$ cat src/rtl/mycpu_pkg.sv
// Shared CPU definitions: HI/LO unit state encoding, ALU funct codes and a
// sign-magnitude helper used by the multiply/divide datapath.
package mycpu_pkg;

  typedef enum logic [1:0] {IDLE, MUL, DIV, DONE} muldiv_state_t;

  localparam logic [3:0] ALU_MULT  = 4'b1011;
  localparam logic [3:0] ALU_MULTU = 4'b1100;
  localparam logic [3:0] ALU_DIV   = 4'b1101;
  localparam logic [3:0] ALU_DIVU  = 4'b1110;

  function automatic logic [31:0] mag32(input logic [31:0] x, input logic sgn);
    return (sgn && x[31]) ? -x : x;
  endfunction

endpackage

$ cat src/rtl/div_iter.sv
// Restoring divider on unsigned magnitudes, one quotient bit per step.
// quotient/remainder show the result of the step taken in the current cycle.
module div_iter (
  input  logic        clk,
  input  logic        resetn,
  input  logic        load,
  input  logic        step,
  input  logic        last,
  input  logic [31:0] dividend,
  input  logic [31:0] divisor,
  output logic [31:0] quotient,
  output logic [31:0] remainder
);

  logic [31:0] quo;
  logic [31:0] rem;
  logic [31:0] dsr;
  logic [32:0] trial;
  logic [32:0] diff;
  logic        fits;

  // The partial remainder is always below the divisor, so a set bit 32 of
  // the difference can only mean a borrow.
  always_comb begin
    trial     = {rem, quo[31]};
    diff      = trial - {1'b0, dsr};
    fits      = ~diff[32];
    quotient  = {quo[30:0], fits};
    remainder = fits ? diff[31:0] : trial[31:0];
  end

  always_ff @(posedge clk or negedge resetn) begin
    if (!resetn) begin
      quo <= '0;
      rem <= '0;
      dsr <= '0;
    end else if (load) begin
      quo <= dividend;
      rem <= '0;
      dsr <= divisor;
    end else if (step && !last) begin
      quo <= quotient;
      rem <= remainder;
    end
  end

endmodule

$ cat src/rtl/muldiv_unit.sv
// Execute-stage HI/LO unit: MULT/MULTU/DIV/DIVU, MTHI/MTLO, owns HI and LO.
// Define MULDIV_FAST_MUL_EN for a single-cycle registered multiplier.
module muldiv_unit
  import mycpu_pkg::*;
#(
  parameter int DIV_STEPS = 32
`ifndef MULDIV_FAST_MUL_EN
  , parameter int MUL_STEPS = 32
`endif
) (
  input  logic        clk,
  input  logic        resetn,
  input  logic        start_i,
  input  logic [3:0]  funct_i,
  input  logic        hi_we_i,
  input  logic        lo_we_i,
  input  logic [31:0] a_i,
  input  logic [31:0] b_i,
  input  logic        flush_i,
  output logic        busy_o,
  output logic [31:0] hi_o,
  output logic [31:0] lo_o
);

  muldiv_state_t state;
  logic [5:0]    counter;
  logic [31:0]   hi_q, lo_q;
  logic          neg_q, neg_r;
  logic          is_md, is_div, is_signed;
  logic [31:0]   a_mag, b_mag;
  logic          div_last, mul_last;
  logic [31:0]   div_q, div_r, quo_fix, rem_fix;
  logic [63:0]   mul_raw, mul_res;
  logic          load_mul;

  always_comb begin
    is_md     = start_i & hi_we_i & lo_we_i &
                (funct_i inside {ALU_MULT, ALU_MULTU, ALU_DIV, ALU_DIVU});
    is_div    = (funct_i == ALU_DIV) | (funct_i == ALU_DIVU);
    is_signed = (funct_i == ALU_MULT) | (funct_i == ALU_DIV);
    a_mag     = mag32(a_i, is_signed);
    b_mag     = mag32(b_i, is_signed);
    div_last  = (counter == 6'(DIV_STEPS - 1));
    quo_fix   = neg_q ? -div_q : div_q;
    rem_fix   = neg_r ? -div_r : div_r;
    mul_res   = neg_q ? -mul_raw : mul_raw;
    load_mul  = (state == IDLE) & is_md & ~is_div & ~flush_i;
  end

  assign busy_o = (state == MUL) | (state == DIV) | ((state == IDLE) & is_md & ~flush_i);
  assign hi_o   = hi_q;
  assign lo_o   = lo_q;

  div_iter u_div (
    .clk       (clk),
    .resetn    (resetn),
    .load      ((state == IDLE) & is_md & is_div & ~flush_i),
    .step      (state == DIV),
    .last      (div_last),
    .dividend  (a_mag),
    .divisor   (b_mag),
    .quotient  (div_q),
    .remainder (div_r)
  );

`ifdef MULDIV_FAST_MUL_EN
  logic [31:0] mul_a, mul_b;

  assign mul_raw  = {32'b0, mul_a} * {32'b0, mul_b};
  assign mul_last = 1'b1;

  always_ff @(posedge clk or negedge resetn) begin
    if (!resetn) begin
      mul_a <= '0;
      mul_b <= '0;
    end else if (load_mul) begin
      mul_a <= a_mag;
      mul_b <= b_mag;
    end
  end
`else
  // Shift-add: upper half accumulates, multiplier bits retire out of the lower half.
  logic [31:0] mcand;
  logic [63:0] prod;
  logic [32:0] mul_sum;

  always_comb begin
    mul_sum  = {1'b0, prod[63:32]} + (prod[0] ? {1'b0, mcand} : 33'd0);
    mul_raw  = {mul_sum, prod[31:1]};
    mul_last = (counter == 6'(MUL_STEPS - 1));
  end

  always_ff @(posedge clk or negedge resetn) begin
    if (!resetn) begin
      mcand <= '0;
      prod  <= '0;
    end else if (load_mul) begin
      mcand <= a_mag;
      prod  <= {32'b0, b_mag};
    end else if (state == MUL) begin
      prod  <= mul_raw;
    end
  end
`endif

  always_ff @(posedge clk or negedge resetn) begin
    if (!resetn) begin
      state   <= IDLE;
      counter <= '0;
      hi_q    <= '0;
      lo_q    <= '0;
      neg_q   <= 1'b0;
      neg_r   <= 1'b0;
    end else if (flush_i) begin
      state <= IDLE;
    end else begin
      case (state)
        IDLE: begin
          if (is_md) begin
            neg_q   <= is_signed & (a_i[31] ^ b_i[31]);
            neg_r   <= is_signed & a_i[31];
            counter <= '0;
            if (!is_div)          state <= MUL;
            else if (b_i == '0)   state <= DONE;
            else                  state <= DIV;
          end else if (start_i && (hi_we_i ^ lo_we_i)) begin
            if (hi_we_i) hi_q <= a_i;
            else         lo_q <= a_i;
          end
        end
        MUL: begin
          if (mul_last) begin
            {hi_q, lo_q} <= mul_res;
            state        <= DONE;
          end else begin
            counter <= counter + 6'd1;
          end
        end
        DIV: begin
          if (div_last) begin
            lo_q  <= quo_fix;
            hi_q  <= rem_fix;
            state <= DONE;
          end else begin
            counter <= counter + 6'd1;
          end
        end
        DONE:    state <= IDLE;
        default: state <= IDLE;
      endcase
    end
  end

endmodule

$ cat config.mk
export PLATFORM = sky130hd
export DESIGN_NAME = muldiv_unit
export DESIGN_NICKNAME = d
export VERILOG_FILES = /design/src/rtl/mycpu_pkg.sv /design/src/rtl/div_iter.sv /design/src/rtl/muldiv_unit.sv
export SDC_FILE = /design/constraint.sdc
export NUM_CORES = 1
export LEC_CHECK = 0
export ABC_CLOCK_PERIOD_IN_PS = 10500
export BUFFER_PORTS_ARGS = -buffer_cell sky130_fd_sc_hd__buf_2
export CELL_PAD_IN_SITES_DETAIL_PLACEMENT = 0
export CELL_PAD_IN_SITES_GLOBAL_PLACEMENT = 1
export CORE_UTILIZATION = 51
export DETAILED_ROUTE_END_ITERATION = 8
export GPL_ROUTABILITY_DRIVEN = 1
export PLACE_DENSITY_LB_ADDON = 0.1
export SYNTH_ARGS = -nofsm -noshare
export SYNTH_HDL_FRONTEND = slang
export SYNTH_HIERARCHICAL = 1
export SYNTH_SLANG_ARGS = --single-unit
$ cat constraint.sdc
create_clock -name clk -period 10.5 [get_ports clk]
set_input_delay 1.05 -clock clk [delete_from_list [all_inputs] [get_ports clk]]
set_output_delay 1.05 -clock clk [all_outputs]
set_load 0.005 [all_outputs]
==> summary.txt <==
Drt
  – Pre-Repair DR Iteration Count: 6
  – Via Count: 19000
  – Drt wl/cell: 23.1 um
  – Drt initial violations: 1555
  – Post-route DRC: 0
  – Via density: 6.29
  – Post-route ant nets: 0
  – Routed Wire Length: 70.0 mm

Yosys
  – Asr flop ratio synth: 1.00
  – Sequential share of the synthesized area: 0.322
  – Number of flops mapped to enable cells by yosys: 0
  – Syn nets: 2598
  – Synth Register Bits: 266
  – Syn Inst Count: 2448
  – Cell variety after synth: 90
  – Predominant post-synthesis flop cell: dfrtp_1
  – Synth Warn #: 6
  – Area of the mapped netlist: 20700 um^2
  – Mean Syn Cell Area: 8.45 um^2

Hold path
  – Hold path depth: 2
  – Worst Hold Path EP: hi_o[13]
  – Hold path start: hi_o[13]
  – Hold Crit Class: flop to flop

Clock network
  – Post-CTS Resized: 0
  – CTS tree: done
  – Hold-fix buffer count after cts: 0
  – Post-CTS Setup Repair Bufs: 0
  – Clock Pin Slew Worst Setup and Hold Paths: about 60 ps
  – Sink Count: 266
  – Clock tree buffer depth: 3
  – H-tree Lvls: 2
  – Total CTS buffers: 35
  – Clock root cell: clkbuf_16
  – Clk Latency, worst-skew pair: 560 ps

Worst setup path
  – Crit path largest cell delay: 620 ps
  – Critical Path, Cell by Cell: inv_1, ha_1, inv_1, fa_1, a211oi_1, o211ai_1, nand4_1, a31oi_2, a311oi_4, xnor2_4, inv_4, mux2_4, or4_1, or2_2, nor3_1, nand4_1, o21ai_0, xnor2_1, a221oi_1, a31o_2, o21ai_0
  – Crit path max-delay cell type: nor3_1
  – Reg2reg end: hi_o[28]
  – FF-to-FF path depth: 21
  – Buf/Inv on CP: 3
  – CP Max Fanout: 35
  – Crit Reg-Reg Startpoint: u_div/quo[31]
  – CP startpoint kind: flop
  – Critical path class: flop to flop
  – Reg-to-reg slack, setup: roughly 4100 ps
  – CP Capture Type: flop
  – Crit path DAT: 6760 ps
  – Crit path required time: 10900 ps
  – Delay-heaviest family, CP: compound AO/OA/AOI/OAI gates

GRT
  – Vias in the first global route: 18400
  – GRT Util Overall: 0.340
  – Initial antenna violation count: 2
  – Global route overflow: 0
  – First-pass GRT wire length: 108 mm
  – Largest net degree at the start of global routing: 93

Timing
  – Fmax: 0.157 GHz
  – Fin. Hold Viols: 0
  – Max-slew violation count: 0
  – Hold WS: 473 ps
  – Setup Skew: between 15 and 20 ps
  – Post-route setup slack: 4150 ps
  – Tightest Pin Transition: 1120 ps
  – Unrepaired setup endpoints after global routing: no
  – Final Setup Violations: 0
  – Period utilization: 0.605
  – Setup TNS: 0 ps
  – Relative slew slack: 0.248
  – Min cycle time layout: 6350 ps

Floorplanning
  – Chip width: 203 um
  – Row Count: 73
  – Die area: slightly above 40000 um^2
  – CORE AREA: between 30000 and 40000 um^2
  – Die Ht: ~200 um
  – I/O Pins: 139
  – Starting Density: 0.519

Placement
  – Final RePlAce weighted congestion: 0.938
  – Dpl hpwl: 52.6 mm
  – Worst Setup Slack post-DPL: 4240 ps
  – IO buf count: 138

Power and ir drop
  – Total power: 0.00710 W
  – Maximum vdd drop: 0.000146 V
  – Power Density: roughly 310 nW/um^2
  – Lkg Pwr: about 9.4 nW

Run status
  – Outcome: completed

Run
  – Max-Cap Viols: 0

Final layout
  – Fill count: 3773
  – Share of cells above drive strength 1: 0.128
  – Final #Nets: 2625
  – P&R area growth vs syn: 9.70%
==> cell families after synthesis <==
group                    Yosys count  share of synthesized area
AO/OA/AOI/OAI                    691                      0.223
XOR/XNOR                         227                     0.0970
adder cells (fa/ha/maj)           76                     0.0467
buffers and inverters            247                     0.0525
flip-flops                       266                      0.322
multiplexers                     149                     0.0788
AND/OR/NAND/NOR                  792                      0.181
==> layout make-up <==
cell class	instances	area, um^2	area share
clock buffers	45	953	0.0420
repair buffers	160	866	0.0382
clock inverters	17	263	0.0116
multi-input cells	1935	13000	0.573
well taps	525	657	0.0290
inverters	77	292	0.0129
flip-flops and latches	266	6660	0.293
diodes	1	2.50	0.000110
==> worst max path at each step <==
| stage | startpoint | to | slack [ps] | cells past startpoint |
|---|---|---|---|---|
| 2_1_floorplan | u_div/quo[31] | hi_o[23] | 5380 | 22 |
| 3_3_place_gp | u_div/quo[31] | hi_o[28] | 4360 | 21 |
| 3_5_place_dp | u_div/quo[31] | hi_o[28] | 4240 | 21 |
| 4_1_cts | u_div/quo[31] | hi_o[28] | 4210 | 21 |
| 5_1_grt | u_div/quo[31] | hi_o[28] | 3630 | 21 |
| 6_report | u_div/quo[31] | hi_o[28] | 4150 | 21 |
==> per-stage QoR <==
step,utilization,cells,area (um^2)
6_report,0.570,3026,22700
5_1_grt,0.570,3025,22700
4_1_cts,0.570,3025,22700
3_5_place_dp,0.539,2963,21500
3_3_place_gp,0.539,2963,21500
2_1_floorplan,-,2448,20700
==> sequential cells by signal, summed over array words and instances (netlist names) <==
signal,cells
lo_o,32
hi_o,32
counter,6
u_div/rem,32
mcand,32
prod,64
neg_r,1
neg_q,1
state,2
u_div/dsr,32
u_div/quo,32
==> cell usage in the layout, fill, tap and decap left out, types with 24 or more instances in the layout <==
cell,instances
a211oi_1,29
a21o_1,37
a21oi_1,118
a221oi_1,48
and2_1,46
buf_2,137
clkbuf_16,35
dfrtp_1,265
ha_1,71
inv_1,73
mux2_2,38
mux2i_1,93
nand2_1,286
nand3_1,31
nand4_1,26
nor2_1,215
nor3_1,47
o21a_1,36
o21ai_0,205
o31ai_1,78
o41ai_1,24
or3_1,28
xnor2_1,154
xor2_1,72
==> cell usage after synthesis, drive strengths merged (72+ instances only) <==
master | count | share of area
o31ai | 78 | 0.028
xnor2 | 155 | 0.067
clkbuf | 122 | 0.022
dfrtp | 266 | 0.32
nor2 | 216 | 0.039
inv | 74 | 0.014
a21oi | 118 | 0.029
nand2 | 287 | 0.052
mux2i | 93 | 0.045
ha | 74 | 0.045
xor2 | 72 | 0.030
o21ai | 211 | 0.051
==> tightest hold or removal path, delay by kind of cell (launching register included) <==
kind,cells,cell delay (ps)
simple gates,1,50
flops,1,330
compound gates,1,50
==> power breakdown <==
group | total, W | internal, W | leakage [nW] | switching, W
clock network | 0.00130 | 0.000795 | 0.590 | 0.000503
registers | 0.00184 | 0.00143 | 3.02 | 0.000407
logic | 0.00396 | 0.00151 | 5.76 | 0.00245
==> routing by layer <==
| layer | global-route usage | routed length (um) | vias up |
|---|---|---|---|
| li1 | - | - | 8885 |
| met1 | 0.472 | 31200 | 9345 |
| met2 | 0.550 | 32700 | 683 |
| met3 | 0.0511 | 4420 | 104 |
| met4 | 0.0951 | 1670 | 2 |
| met5 | 0 | 13 | - |
Power figures use the tool's default switching activity.
